`src/rtl/bp_fe_ras_pkg.sv`:
```
// Shared constants and width helpers for the front-end return address stack.
package bp_fe_ras_pkg;

  localparam int unsigned RasVaddrWidthDef = 39;
  localparam int unsigned RasElsDef        = 8;

  // Checkpoint layout is {ptr, cnt, top}; consumers store it opaquely.
  function automatic int unsigned ras_ckpt_width(input int unsigned vaddr_width,
                                                 input int unsigned els);
    return $clog2(els) + $clog2(els + 1) + vaddr_width;
  endfunction

endpackage

```
`src/rtl/bp_fe_ras.sv`:
```
// Return address stack: push on call, pop on return, swap on call+return, with
// exact checkpoint restore of pointer, occupancy and top entry on redirect.
module bp_fe_ras
  import bp_fe_ras_pkg::*;
#(
  parameter int unsigned vaddr_width_p = RasVaddrWidthDef,
  parameter int unsigned ras_els_p     = RasElsDef,
  localparam int unsigned ptr_width_lp  = $clog2(ras_els_p),
  localparam int unsigned cnt_width_lp  = $clog2(ras_els_p + 1),
  localparam int unsigned ckpt_width_lp = ras_ckpt_width(vaddr_width_p, ras_els_p)
) (
  input  logic                     clk_i,
  input  logic                     reset_i,
  input  logic                     call_v_i,
  input  logic [vaddr_width_p-1:0] call_addr_i,
  input  logic                     return_v_i,
  output logic                     tgt_v_o,
  output logic [vaddr_width_p-1:0] tgt_o,
  output logic [ckpt_width_lp-1:0] ckpt_o,
  input  logic                     restore_v_i,
  input  logic [ckpt_width_lp-1:0] restore_ckpt_i
);

  typedef struct packed {
    logic [ptr_width_lp-1:0]  ptr;
    logic [cnt_width_lp-1:0]  cnt;
    logic [vaddr_width_p-1:0] top;
  } ckpt_s;

  localparam logic [cnt_width_lp-1:0] CntFull = cnt_width_lp'(ras_els_p);

  logic [ptr_width_lp-1:0]  ptr_q, ptr_d;
  logic [cnt_width_lp-1:0]  cnt_q, cnt_d;
  logic [vaddr_width_p-1:0] mem_q [ras_els_p];

  logic                     mem_we;
  logic [ptr_width_lp-1:0]  mem_waddr;
  logic [vaddr_width_p-1:0] mem_wdata;
  logic [vaddr_width_p-1:0] top;
  logic                     empty;
  ckpt_s                    restore_ckpt;

  assign restore_ckpt = ckpt_s'(restore_ckpt_i);
  assign empty        = (cnt_q == '0);
  assign top          = mem_q[ptr_q];

  always_comb begin
    ptr_d     = ptr_q;
    cnt_d     = cnt_q;
    mem_we    = 1'b0;
    mem_waddr = ptr_q;
    mem_wdata = call_addr_i;
    if (restore_v_i) begin
      // Rewriting the top slot undoes a wrong-path push onto it.
      ptr_d     = restore_ckpt.ptr;
      cnt_d     = restore_ckpt.cnt;
      mem_we    = 1'b1;
      mem_waddr = restore_ckpt.ptr;
      mem_wdata = restore_ckpt.top;
    end else if (call_v_i && return_v_i) begin
      mem_we = 1'b1;
      if (empty) begin
        ptr_d     = ptr_q + ptr_width_lp'(1);
        mem_waddr = ptr_q + ptr_width_lp'(1);
        cnt_d     = cnt_width_lp'(1);
      end
    end else if (call_v_i) begin
      ptr_d     = ptr_q + ptr_width_lp'(1);
      mem_waddr = ptr_q + ptr_width_lp'(1);
      mem_we    = 1'b1;
      if (cnt_q != CntFull) begin
        cnt_d = cnt_q + cnt_width_lp'(1);
      end
    end else if (return_v_i && !empty) begin
      ptr_d = ptr_q - ptr_width_lp'(1);
      cnt_d = cnt_q - cnt_width_lp'(1);
    end
  end

  always_ff @(posedge clk_i or posedge reset_i) begin
    if (reset_i) begin
      ptr_q <= '0;
      cnt_q <= '0;
    end else begin
      ptr_q <= ptr_d;
      cnt_q <= cnt_d;
    end
  end

  // Entry storage is deliberately not reset; occupancy alone marks validity.
  always_ff @(posedge clk_i) begin
    if (mem_we && !reset_i) begin
      mem_q[mem_waddr] <= mem_wdata;
    end
  end

  assign tgt_v_o = !empty;
  assign tgt_o   = empty ? '0 : top;
  assign ckpt_o  = {ptr_q, cnt_q, top};

endmodule

```
`config.mk`:
```
export PLATFORM = sky130hd
export DESIGN_NAME = bp_fe_ras
export DESIGN_NICKNAME = d
export VERILOG_FILES = /design/src/rtl/bp_fe_ras_pkg.sv /design/src/rtl/bp_fe_ras.sv
export SDC_FILE = /design/constraint.sdc
export NUM_CORES = 1
export LEC_CHECK = 0
export ABC_CLOCK_PERIOD_IN_PS = 6900
export CORE_ASPECT_RATIO = 0.75
export CORE_UTILIZATION = 57
export DETAILED_ROUTE_END_ITERATION = 6
export DONT_BUFFER_PORTS = 1
export PLACE_DENSITY = 0.72
export SLEW_MARGIN = 30
export SYNTH_ARGS = -nofsm -noshare
export SYNTH_HDL_FRONTEND = slang
export SYNTH_SLANG_ARGS = --single-unit
```
`constraint.sdc`:
```
create_clock -name clk_i -period 6.9 [get_ports clk_i]
set_clock_uncertainty 0.1 [all_clocks]
set_input_delay 1.38 -clock clk_i [delete_from_list [all_inputs] [get_ports clk_i]]
set_output_delay 1.38 -clock clk_i [all_outputs]
set_load 0.03 [all_outputs]
```
==> flow_metrics.py <==
metrics = {
    "outcome": {
        "status": "completed",
    },
    "worst_setup_path": {
        "end_kind": "output pin",
        "critPathKind": "flop to output pin",
        "critical_path_arrival_ps": 3330,
        "cp-start-kind": "flop",
        "cp_cell_sequence": "buf_4 -> mux4_2 -> mux2_2 -> and2_1",
        "max_stage_delay_ps": 990,
        "crit_fanout": 44,
        "required_ps": 5420,
        "cp_slowest_cell": "dfrtp_4",
        "cp_top_family": "flip-flops",
        "critPathBufInv": 1,
    },
    "drt": {
        "drc_errors": 0,
        "viasPerCell": 6.32,
        "drt-total-wl_um": 25000,
        "drtIter0Drc": 445,
        "antenna_left": 0,
        "firstDrtPassIters": 5,
        "wl_per_cell_um": 25.9,
        "vias": 6088,
    },
    "floorplanning": {
        "rows": 47,
        "coreArea_um2": 22400,
        "die_y_um": 134,
        "initial_utilization": 0.589,
        "dieArea_um2": 23800,
        "io_pins": 176,
        "die_x_um": 178,
    },
    "cts": {
        "cts_max_path_buffers": 3,
        "htree_num_levels": 1,
        "postCtsSetupRepairBufs": 0,
        "ctsHoldBuffers": 0,
        "clock_latency_ps": 540,
        "root_buffer": "clkbuf_16",
        "cts_tree": "yes",
        "clkTransAtPathRegs_ps": 60,
        "cts_made_buffers": 29,
        "post_cts_resized": 0,
        "cts_num_sinks": 319,
    },
    "worst_hold_path": {
        "hold_class": "input port to asynchronous set/reset pin",
    },
    "global_route": {
        "grt_pass1_wl_um": 37400,
        "grt_pass1_vias": 6364,
        "grt_use_total": 0.216,
        "antenna_found_initial": 1,
        "overflow": 0,
        "grt_max_degree": 61,
    },
    "synth": {
        "synth_largest_area_cell": "edfxtp_1",
        "yosys_warnings": 0,
        "synth.area.mux_share": 0.207,
        "synthFlopType": "edfxtp_1",
        "synthTopCellsByCount": "edfxtp_1 (312), mux2_2 (82), mux4_2 (78)",
        "synth_top_area_share": 0.710,
        "synth-compound-area-share": 0.0112,
        "avgSynthCellArea_um2": 20.9,
        "yosys-top-cells-area": "edfxtp_1 (71%), mux4_2 (13%), mux2_2 (7.0%)",
        "synth-seq-area-share": 0.724,
        "synth_nets": 729,
        "yosysMostFrequentCell": "edfxtp_1",
        "synthAdderAreaFrac": 0.00721,
        "synth_xor_area_frac": 0.00332,
        "yosys.area_share.simple": 0.0336,
        "synth_enable_flop_cells": 312,
        "synth_top_family_by_area": "multiplexers",
        "synth_cell_types": 39,
        "netlist_instances": 632,
        "netlist_area_um2": 13200,
        "ys_async_sr_fraction": 0.0219,
        "synth-seq-cells": 319,
    },
    "timing": {
        "min_period_ps": 4810,
        "worst_pin_slew_ps": 864,
        "grt_setup_unrepaired": "false",
        "hold_viol_final": 0,
        "post-route-period-util": 0.698,
        "max_freq_ghz": 0.208,
        "setup_violations": 0,
        "slew_violations": 0,
        "final.setup.tns_ps": 0,
        "relSlewSlack": 0.424,
    },
    "finish": {
        "fin_util": 0.647,
        "fin_area_um2": 14500,
        "syn_to_final_growth_pct": 9.96,
        "drive_gt1_frac": 0.351,
        "antenna_cells": 0,
        "layout.nets": 745,
    },
    "pwr": {
        "p_per_area_nw_per_um2": 327,
        "ir_drop_mv": 0.206,
        "p_leak_nw": 4.59,
    },
    "place": {
        "portBuffers": 0,
        "routabilityCongestion": 0.784,
        "placed_cell_area_um2": 13600,
        "hpwl_um": 14400,
    },
    "run": {
        "maxCapViolations": 0,
    },
}
metal layers:
metal / global-route usage / wire [um]
met4: 0.0508 / 547
met1: 0.306 / 10600
met5: 0 / 13
met2: 0.357 / 12400
met3: 0.0365 / 1390
flip-flops by register name, summed over array words and instances, names as in the netlist:
signal / cells
ptr_q: 3
cnt_q: 4
mem_q: 312
area by class of cell:
class | count | area, um2
clock buffer | 41 | 791
sequential | 319 | 9550
fill | 1504 | 7900
clock inverter | 12 | 104
multi-input combinational | 270 | 3500
timing repair buffer | 21 | 158
inverter | 7 | 26.3
tap | 294 | 368
cell families (layout without fill, tap and decap cells):
group,count (synthesis),count (layout)
buffers and inverters,43,81
xor gates and xnor gates,5,5
adders and majority gates,7,7
and+or+nand+nor,74,74
AOI/OAI and AO/OA,19,19
DFF,319,319
muxes,165,165
cell usage in the layout (no fill, tap or decap), types with 5 or more instances in the layout:
master and instances:
buf_4 21, mux2i_1 5, clkbuf_1 10, mux2_2 82, clkinv_1 5, edfxtp_1 312, clkbuf_16 29, inv_1 7
mux4_2 78, ha_1 6, nand2_1 7, clkinv_2 5, and2_1 39, a21oi_1 6
worst register-to-register path, cell delays in order (launching register included):
cell,delay [ps]
dfrtp_4,990
inv_1,300
ha_1,370
nand2b_1,60
o21ai_0,230
a21oi_1,160
nor4_2,340
buf_4,510
final timing paths:
| path | start | end | slack (ps) | cells past startpoint |
|---|---|---|---|---|
| min in group clk_i | cnt_q[1] | cnt_q[1] | 800 | 2 |
| worst min register to register | cnt_q[1] | cnt_q[1] | 800 | 2 |
| max in group asynchronous | reset_i | ptr_q[1] | 5840 | 1 |
| worst max register to register | ptr_q[0] | mem_q[7][21] | 3460 | 7 |
| worst min-delay path | reset_i | cnt_q[3] | 580 | 1 |
| worst max-delay path | ptr_q[0] | tgt_o[28] | 2090 | 4 |
through the flow:
stage | std cells | setup WS, ps | hold WS (ps) | power, W
finish | 964 | 2090 | 583 | 0.00474
floorplan | 632 | 27.1 | 686 | 0.00313
detailed placement | 911 | 2550 | 793 | 0.00328
CTS | 964 | 1970 | 573 | 0.00479
global placement | 911 | 2570 | 738 | 0.00326
global route | 964 | 1850 | 595 | 0.00490
where the power goes:
part	internal [W]	switching [W]
Clock	0.000868	0.000648
Sequential	0.00223	0.0000928
Combinational	0.000305	0.000602
Power figures use the tool's default switching activity.
